==> src/rtl/io_port_controller.sv <==
// ---------------------------------------------------------------------------
// io_port_controller
//
// Peripheral-side endpoint of the processor's 16-bit IN/OUT ports. It sits
// beside Processor at top level.
//
// The host offers words over a valid/ready handshake. Those words are queued
// in an input FIFO, and the head word is presented on In_Port. The processor
// pops the head by pulsing in_read when it executes IN.
//
// Every processor OUT write (Out_Port + out_write) is captured in an output
// FIFO. The host drains that FIFO over a valid/ready handshake.
//
// Ports:
//   clk            - system clock, all state updates on rising edge
//   reset          - synchronous active-high; flushes both FIFOs, clears flags
//   host_in_data   - word offered by the host
//   host_in_valid  - host word valid
//   host_in_ready  - input FIFO can accept a word this cycle
//   In_Port        - head of input FIFO, 0 when empty
//   in_read        - processor executed IN, pop input head
//   in_empty       - input FIFO empty
//   Out_Port       - processor OUT data
//   out_write      - processor executed OUT, capture Out_Port
//   out_full       - output FIFO full
//   host_out_data  - head of output FIFO, 0 when empty
//   host_out_valid - output FIFO non-empty
//   host_out_ready - host consumes the output head this cycle
//   in_underflow   - sticky: in_read seen while input FIFO empty
//   out_overflow   - sticky: out_write dropped while output FIFO full
//   clear_flags    - synchronous clear of both sticky flags
//
// Every output is decoded from registered state only. No input reaches an
// output combinationally.
// ---------------------------------------------------------------------------
module io_port_controller #(
  parameter int DATA_W    = 16,
  parameter int IN_DEPTH  = 4,
  parameter int OUT_DEPTH = 4
) (
  input  logic              clk,
  input  logic              reset,
  input  logic [DATA_W-1:0] host_in_data,
  input  logic              host_in_valid,
  output logic              host_in_ready,
  output logic [DATA_W-1:0] In_Port,
  input  logic              in_read,
  output logic              in_empty,
  input  logic [DATA_W-1:0] Out_Port,
  input  logic              out_write,
  output logic              out_full,
  output logic [DATA_W-1:0] host_out_data,
  output logic              host_out_valid,
  input  logic              host_out_ready,
  output logic              in_underflow,
  output logic              out_overflow,
  input  logic              clear_flags
);

  localparam int IN_AW  = $clog2(IN_DEPTH);
  localparam int OUT_AW = $clog2(OUT_DEPTH);
  localparam logic [IN_AW:0]  IN_FULL_CNT  = (IN_AW+1)'(IN_DEPTH);
  localparam logic [OUT_AW:0] OUT_FULL_CNT = (OUT_AW+1)'(OUT_DEPTH);

  logic [DATA_W-1:0] r_inMem [IN_DEPTH];
  logic [IN_AW-1:0]  r_inRdPtr;
  logic [IN_AW-1:0]  r_inWrPtr;
  logic [IN_AW:0]    r_inCount;

  logic [DATA_W-1:0] r_outMem [OUT_DEPTH];
  logic [OUT_AW-1:0] r_outRdPtr;
  logic [OUT_AW-1:0] r_outWrPtr;
  logic [OUT_AW:0]   r_outCount;

  logic r_inUnderflow;
  logic r_outOverflow;

  logic w_inEmpty;
  logic w_inFull;
  logic w_inPush;
  logic w_inPop;
  logic w_inUnderSet;
  logic w_outEmpty;
  logic w_outFull;
  logic w_outPush;
  logic w_outPop;
  logic w_outOverSet;

  // Status decode and handshake qualification.
  // host_in_ready ignores a same-cycle pop, so the host never writes into a
  // full input FIFO. The output side does accept a write into a full FIFO
  // when the host pops in the same cycle, because the processor cannot stall
  // on OUT.
  assign w_inEmpty    = (r_inCount == '0);
  assign w_inFull     = (r_inCount == IN_FULL_CNT);
  assign w_inPush     = host_in_valid & ~w_inFull;
  assign w_inPop      = in_read & ~w_inEmpty;
  assign w_inUnderSet = in_read & w_inEmpty;

  assign w_outEmpty   = (r_outCount == '0);
  assign w_outFull    = (r_outCount == OUT_FULL_CNT);
  assign w_outPop     = host_out_ready & ~w_outEmpty;
  assign w_outPush    = out_write & (~w_outFull | w_outPop);
  assign w_outOverSet = out_write & w_outFull & ~w_outPop;

  assign host_in_ready  = ~w_inFull;
  assign in_empty       = w_inEmpty;
  assign In_Port        = w_inEmpty ? '0 : r_inMem[r_inRdPtr];
  assign out_full       = w_outFull;
  assign host_out_valid = ~w_outEmpty;
  assign host_out_data  = w_outEmpty ? '0 : r_outMem[r_outRdPtr];
  assign in_underflow   = r_inUnderflow;
  assign out_overflow   = r_outOverflow;

  // Storage arrays need no reset. A flushed FIFO hides its stale contents
  // because both data outputs are forced to 0 while the count is 0.
  always_ff @(posedge clk) begin
    if (!reset && w_inPush) begin
      r_inMem[r_inWrPtr] <= host_in_data;
    end
    if (!reset && w_outPush) begin
      r_outMem[r_outWrPtr] <= Out_Port;
    end
  end

  // Input FIFO pointers and occupancy. A push and a pop in the same cycle
  // advance both pointers and leave the count unchanged. A pop against an
  // empty FIFO is already masked out of w_inPop.
  always_ff @(posedge clk) begin
    if (reset) begin
      r_inRdPtr <= '0;
      r_inWrPtr <= '0;
      r_inCount <= '0;
    end else begin
      if (w_inPush) begin
        r_inWrPtr <= r_inWrPtr + 1'b1;
      end
      if (w_inPop) begin
        r_inRdPtr <= r_inRdPtr + 1'b1;
      end
      case ({w_inPush, w_inPop})
        2'b10:   r_inCount <= r_inCount + 1'b1;
        2'b01:   r_inCount <= r_inCount - 1'b1;
        default: r_inCount <= r_inCount;
      endcase
    end
  end

  // Output FIFO pointers and occupancy. A write into a full FIFO during a
  // host pop lands in the slot the pop frees, so the count stays at the
  // full value.
  always_ff @(posedge clk) begin
    if (reset) begin
      r_outRdPtr <= '0;
      r_outWrPtr <= '0;
      r_outCount <= '0;
    end else begin
      if (w_outPush) begin
        r_outWrPtr <= r_outWrPtr + 1'b1;
      end
      if (w_outPop) begin
        r_outRdPtr <= r_outRdPtr + 1'b1;
      end
      case ({w_outPush, w_outPop})
        2'b10:   r_outCount <= r_outCount + 1'b1;
        2'b01:   r_outCount <= r_outCount - 1'b1;
        default: r_outCount <= r_outCount;
      endcase
    end
  end

  // Sticky error flags. A set event in the same cycle as clear_flags wins,
  // so an error is never lost to a coincident clear.
  always_ff @(posedge clk) begin
    if (reset) begin
      r_inUnderflow <= 1'b0;
      r_outOverflow <= 1'b0;
    end else begin
      if (w_inUnderSet) begin
        r_inUnderflow <= 1'b1;
      end else if (clear_flags) begin
        r_inUnderflow <= 1'b0;
      end
      if (w_outOverSet) begin
        r_outOverflow <= 1'b1;
      end else if (clear_flags) begin
        r_outOverflow <= 1'b0;
      end
    end
  end

endmodule

==> config.mk <==
export PLATFORM = sky130hd
export DESIGN_NAME = io_port_controller
export DESIGN_NICKNAME = d
export VERILOG_FILES = /design/src/rtl/io_port_controller.sv
export SDC_FILE = /design/constraint.sdc
export NUM_CORES = 1
export LEC_CHECK = 0
export BUFFER_PORTS_ARGS = -buffer_cell sky130_fd_sc_hd__buf_4
export CAP_MARGIN = 20
export CORE_ASPECT_RATIO = 0.8
export CORE_MARGIN = 5
export CORE_UTILIZATION = 55
export DETAILED_ROUTE_END_ITERATION = 7
export MAX_ROUTING_LAYER = met4
export PLACE_DENSITY = 0.76
export SYNTH_ARGS = -nofsm -noshare
export SYNTH_HDL_FRONTEND = slang
export SYNTH_SLANG_ARGS = --single-unit
==> constraint.sdc <==
create_clock -name clk -period 5.1 [get_ports clk]
set_input_delay 0.255 -clock clk [delete_from_list [all_inputs] [get_ports clk]]
set_output_delay 0.255 -clock clk [all_outputs]
set_load 0.01 [all_outputs]
==> metrics <==
Worst R2R Setup Slack=2.75 ns; Synth Instances=331; crit path kind=reg2reg; Starting Density=55.6%; met2 Usage GRT=28.5%; Worst R2R Path Depth=9; Max-Cap Viols=0; P_int=0.00284 W; switching portion of total power=26.9%; syn avg cell area=18.0 µm²; Synth Cell Area=5960 µm²; die area=13000 µm²; DIE WIDTH=126 µm; CP most frequent cell=inv_1; most used routing layer=met2; power share of the combinational group=26.6%; Post-synth top flop=edfxtp_1; Inserted Clock Buffers=17; CTS tree=yes; Yosys warning count=0; commonest non-fill, non-tap cells in the layout=edfxtp_1 (128), buf_4 (82), mux4_2 (32), nor2b_1 (28), dfxtp_1 (20); worst vdd ir=258 µV; Slew Limit Fails=0; Setup Buffers After CTS=0; Hold Path Sink=r_inMem[0][6]; Routed Antenna Nets=0; core area=10700 µm²; clk buf depth=2; share of layout cells above drive strength 1=36.7%; DRT Pass-1 Iters=5; # diodes=0; vias in the first global route=3266; GR Util met3=5.39%; most common cell after layout, fill and taps aside=edfxtp_1; Final Hold Vio Count=0; Layout Skew=0.00430 ns; Sw Pwr=0.00104 W; setup slack after layout=2.75 ns; Place WS=2.77 ns; Post-synth EDFFs=128; Non-Filler Instances=574; largest net degree at the start of global routing=28; fmax=426 MHz; area leader, netlist=edfxtp_1; Fin Hold WS=0.0389 ns; die height=103 µm; Synth area leaders=edfxtp_1 (65%), mux4_2 (12%), dfxtp_1 (6.7%); Tcrit/Tclk final=46.1%; crit-path max cell delay=0.41 ns; Syn Nets=381; RSZ-0062 raised after global routing=no; Reg-to-Reg Start=r_inCount[2]; placed insts=540; share of the synthesized area in the top cell type=64.5%; Worst-path clk slew=0.06 ns; port bufs=76; worst-path fanout max=6; worst reg2reg endpoint=r_inCount[2]; Worst setup EP type=register; Worst Hold Path Cells=1; power per cell area=526 nW/µm²; worst min-delay path startpoint=host_in_data[6]; Tot GR Track Use=17.8%; detailed-route wire length per cell=18.2 µm; grt total ovfl=0; Startpoint Class=register; sequential power share=38.4%; slew at the pin closest to its max-slew limit=0.851 ns; Post-layout nets=467; crit path time final=2.35 ns; area delta synth->final=23.9%; Fin Setup TNS=0 ns; Clk Latency, worst-skew pair=0.41 ns; hold_buf cts=0; first-pass GRT wire length=16.6 mm; status=finished, final reports clean; clock network power share=34.9%; WL final=10.5 mm; initial antenna violation count=0; cts repair resizes=0; delay-heaviest family, CP=simple AND/OR/NAND/NOR gates; clk root buf=clkbuf_16; Worst Hold Class=in2reg; Slew headroom=43.3%; Crit path required time=5.45 ns; std cell rows=34; RD Place Congestion=0.732; number of synthesized register bits=148; vias=3084; I/O pins=77; drc violations=0; CP arrival=2.69 ns; Starting DRT DRC Count=259; LEAKAGE=2.61 nW; Netlist cell types=39; H-tree Lvls=4; dpl cell area=6680 µm²; Buf+Inv Stages, Crit Path=2; CP max-delay cell=nor3b_1; DR vias/cell=5.37; HPWL Detailed=6.62 mm; GRT met1 Usage=21.9%; Cell Chain, Critical Path=nor3b_1, inv_1, nand2_1, ha_1, inv_1, fa_1, xor2_1, or3_1, a21oi_1; Sinks on Clock Net=148; fin area=7380 µm²; Seq/Total Area, Yosys=71.2%; post-synthesis async set-or-reset flop share=0%; # setup viols final=0
[through the flow]
stage	total power, W	util (%)
floorplan	0.00214	-
global placement	0.00250	62.3
detailed placement	0.00253	62.3
CTS	0.00389	68.4
global route	0.00408	68.8
finish	0.00388	68.8
[worst register-to-register path, stage by stage (launching register included)]
cell     delay, ns
dfxtp_1       0.40
nor3b_1       0.41
inv_1         0.17
nand2_1       0.11
ha_1          0.18
inv_1         0.06
fa_1          0.37
xor2_1        0.15
or3_1         0.30
a21oi_1       0.13
[cells in the mapped netlist, types with 2 or more instances]
cell      count
mux4_2       32
o31ai_1       2
a21oi_1       6
nor2b_1      28
nand2_1       2
mux2_2        2
buf_6         2
o21ai_0       4
xor2_1        6
buf_4         2
fa_1          2
nor2_1       19
and2_1        4
ha_1          9
inv_1        14
nand2b_1      4
dfxtp_1      20
clkbuf_1      7
nand3_1       2
o21a_1        2
nor3b_1       6
and2b_1       5
nor3_1        2
o311ai_0      2
edfxtp_1    128
buf_2         6
[cell families after synthesis]
group                      Yosys count  synth area share [%]
buffers and inverters               31                  2.46
xor gates and xnor gates             7                  1.03
AOI/OAI and AO/OA                   20                  2.14
DFF                                148                  71.2
adders and majority gates           11                  2.56
and+or+nand+nor                     78                  7.67
muxes                               36                  12.9
[cell type report]
class,instances,area (µm²)
flip-flops and latches,148,4240
fillers,709,3340
multi-input cells,152,1590
repair buffers,84,657
clock buffers,17,425
clock inverters,15,228
well taps,144,180
inverters,14,52.6
[registers in the layout (all words and copies together), names as in the netlist, 2 cells and up, named ones only]
| name | count |
|---|---|
| r_outMem | 64 |
| r_outWrPtr | 2 |
| r_outRdPtr | 2 |
| r_inRdPtr | 2 |
| r_inCount | 3 |
| r_inMem | 64 |
| r_inWrPtr | 2 |
| r_outCount | 3 |
[per-layer routing]
metal | vias to the layer above | routed length [µm]
met2 | 77 | 5340
li1 | 1436 | -
met4 | 0 | 137
met3 | 11 | 441
met5 | - | 0
met1 | 1560 | 4530
[power by group through the flow]
| stage | sequential [W] | combinational [W] | clock [W] |
|---|---|---|---|
| 2_1_floorplan | 0.00146 | 0.000672 | 0 |
| 3_3_place_gp | 0.00153 | 0.000966 | 0 |
| 3_5_place_dp | 0.00154 | 0.000996 | 0 |
| 4_1_cts | 0.00151 | 0.00100 | 0.00138 |
| 5_1_grt | 0.00151 | 0.00113 | 0.00144 |
| 6_report | 0.00149 | 0.00103 | 0.00136 |
[worst max-delay path by stage]
stage | start | to | slack [ns] | cells after the start
floorplan | r_outCount[2] | r_outMem[0][0] | 2.61 | 4
global placement | register | host_out_data[13] | 2.79 | 3
detailed placement | register | host_out_data[13] | 2.77 | 3
CTS | register | host_out_data[5] | 2.33 | 3
global route | r_inCount[2] | r_inCount[2] | 2.51 | 9
finish | r_inCount[2] | r_inCount[2] | 2.75 | 9
Power figures use the tool's default switching activity.
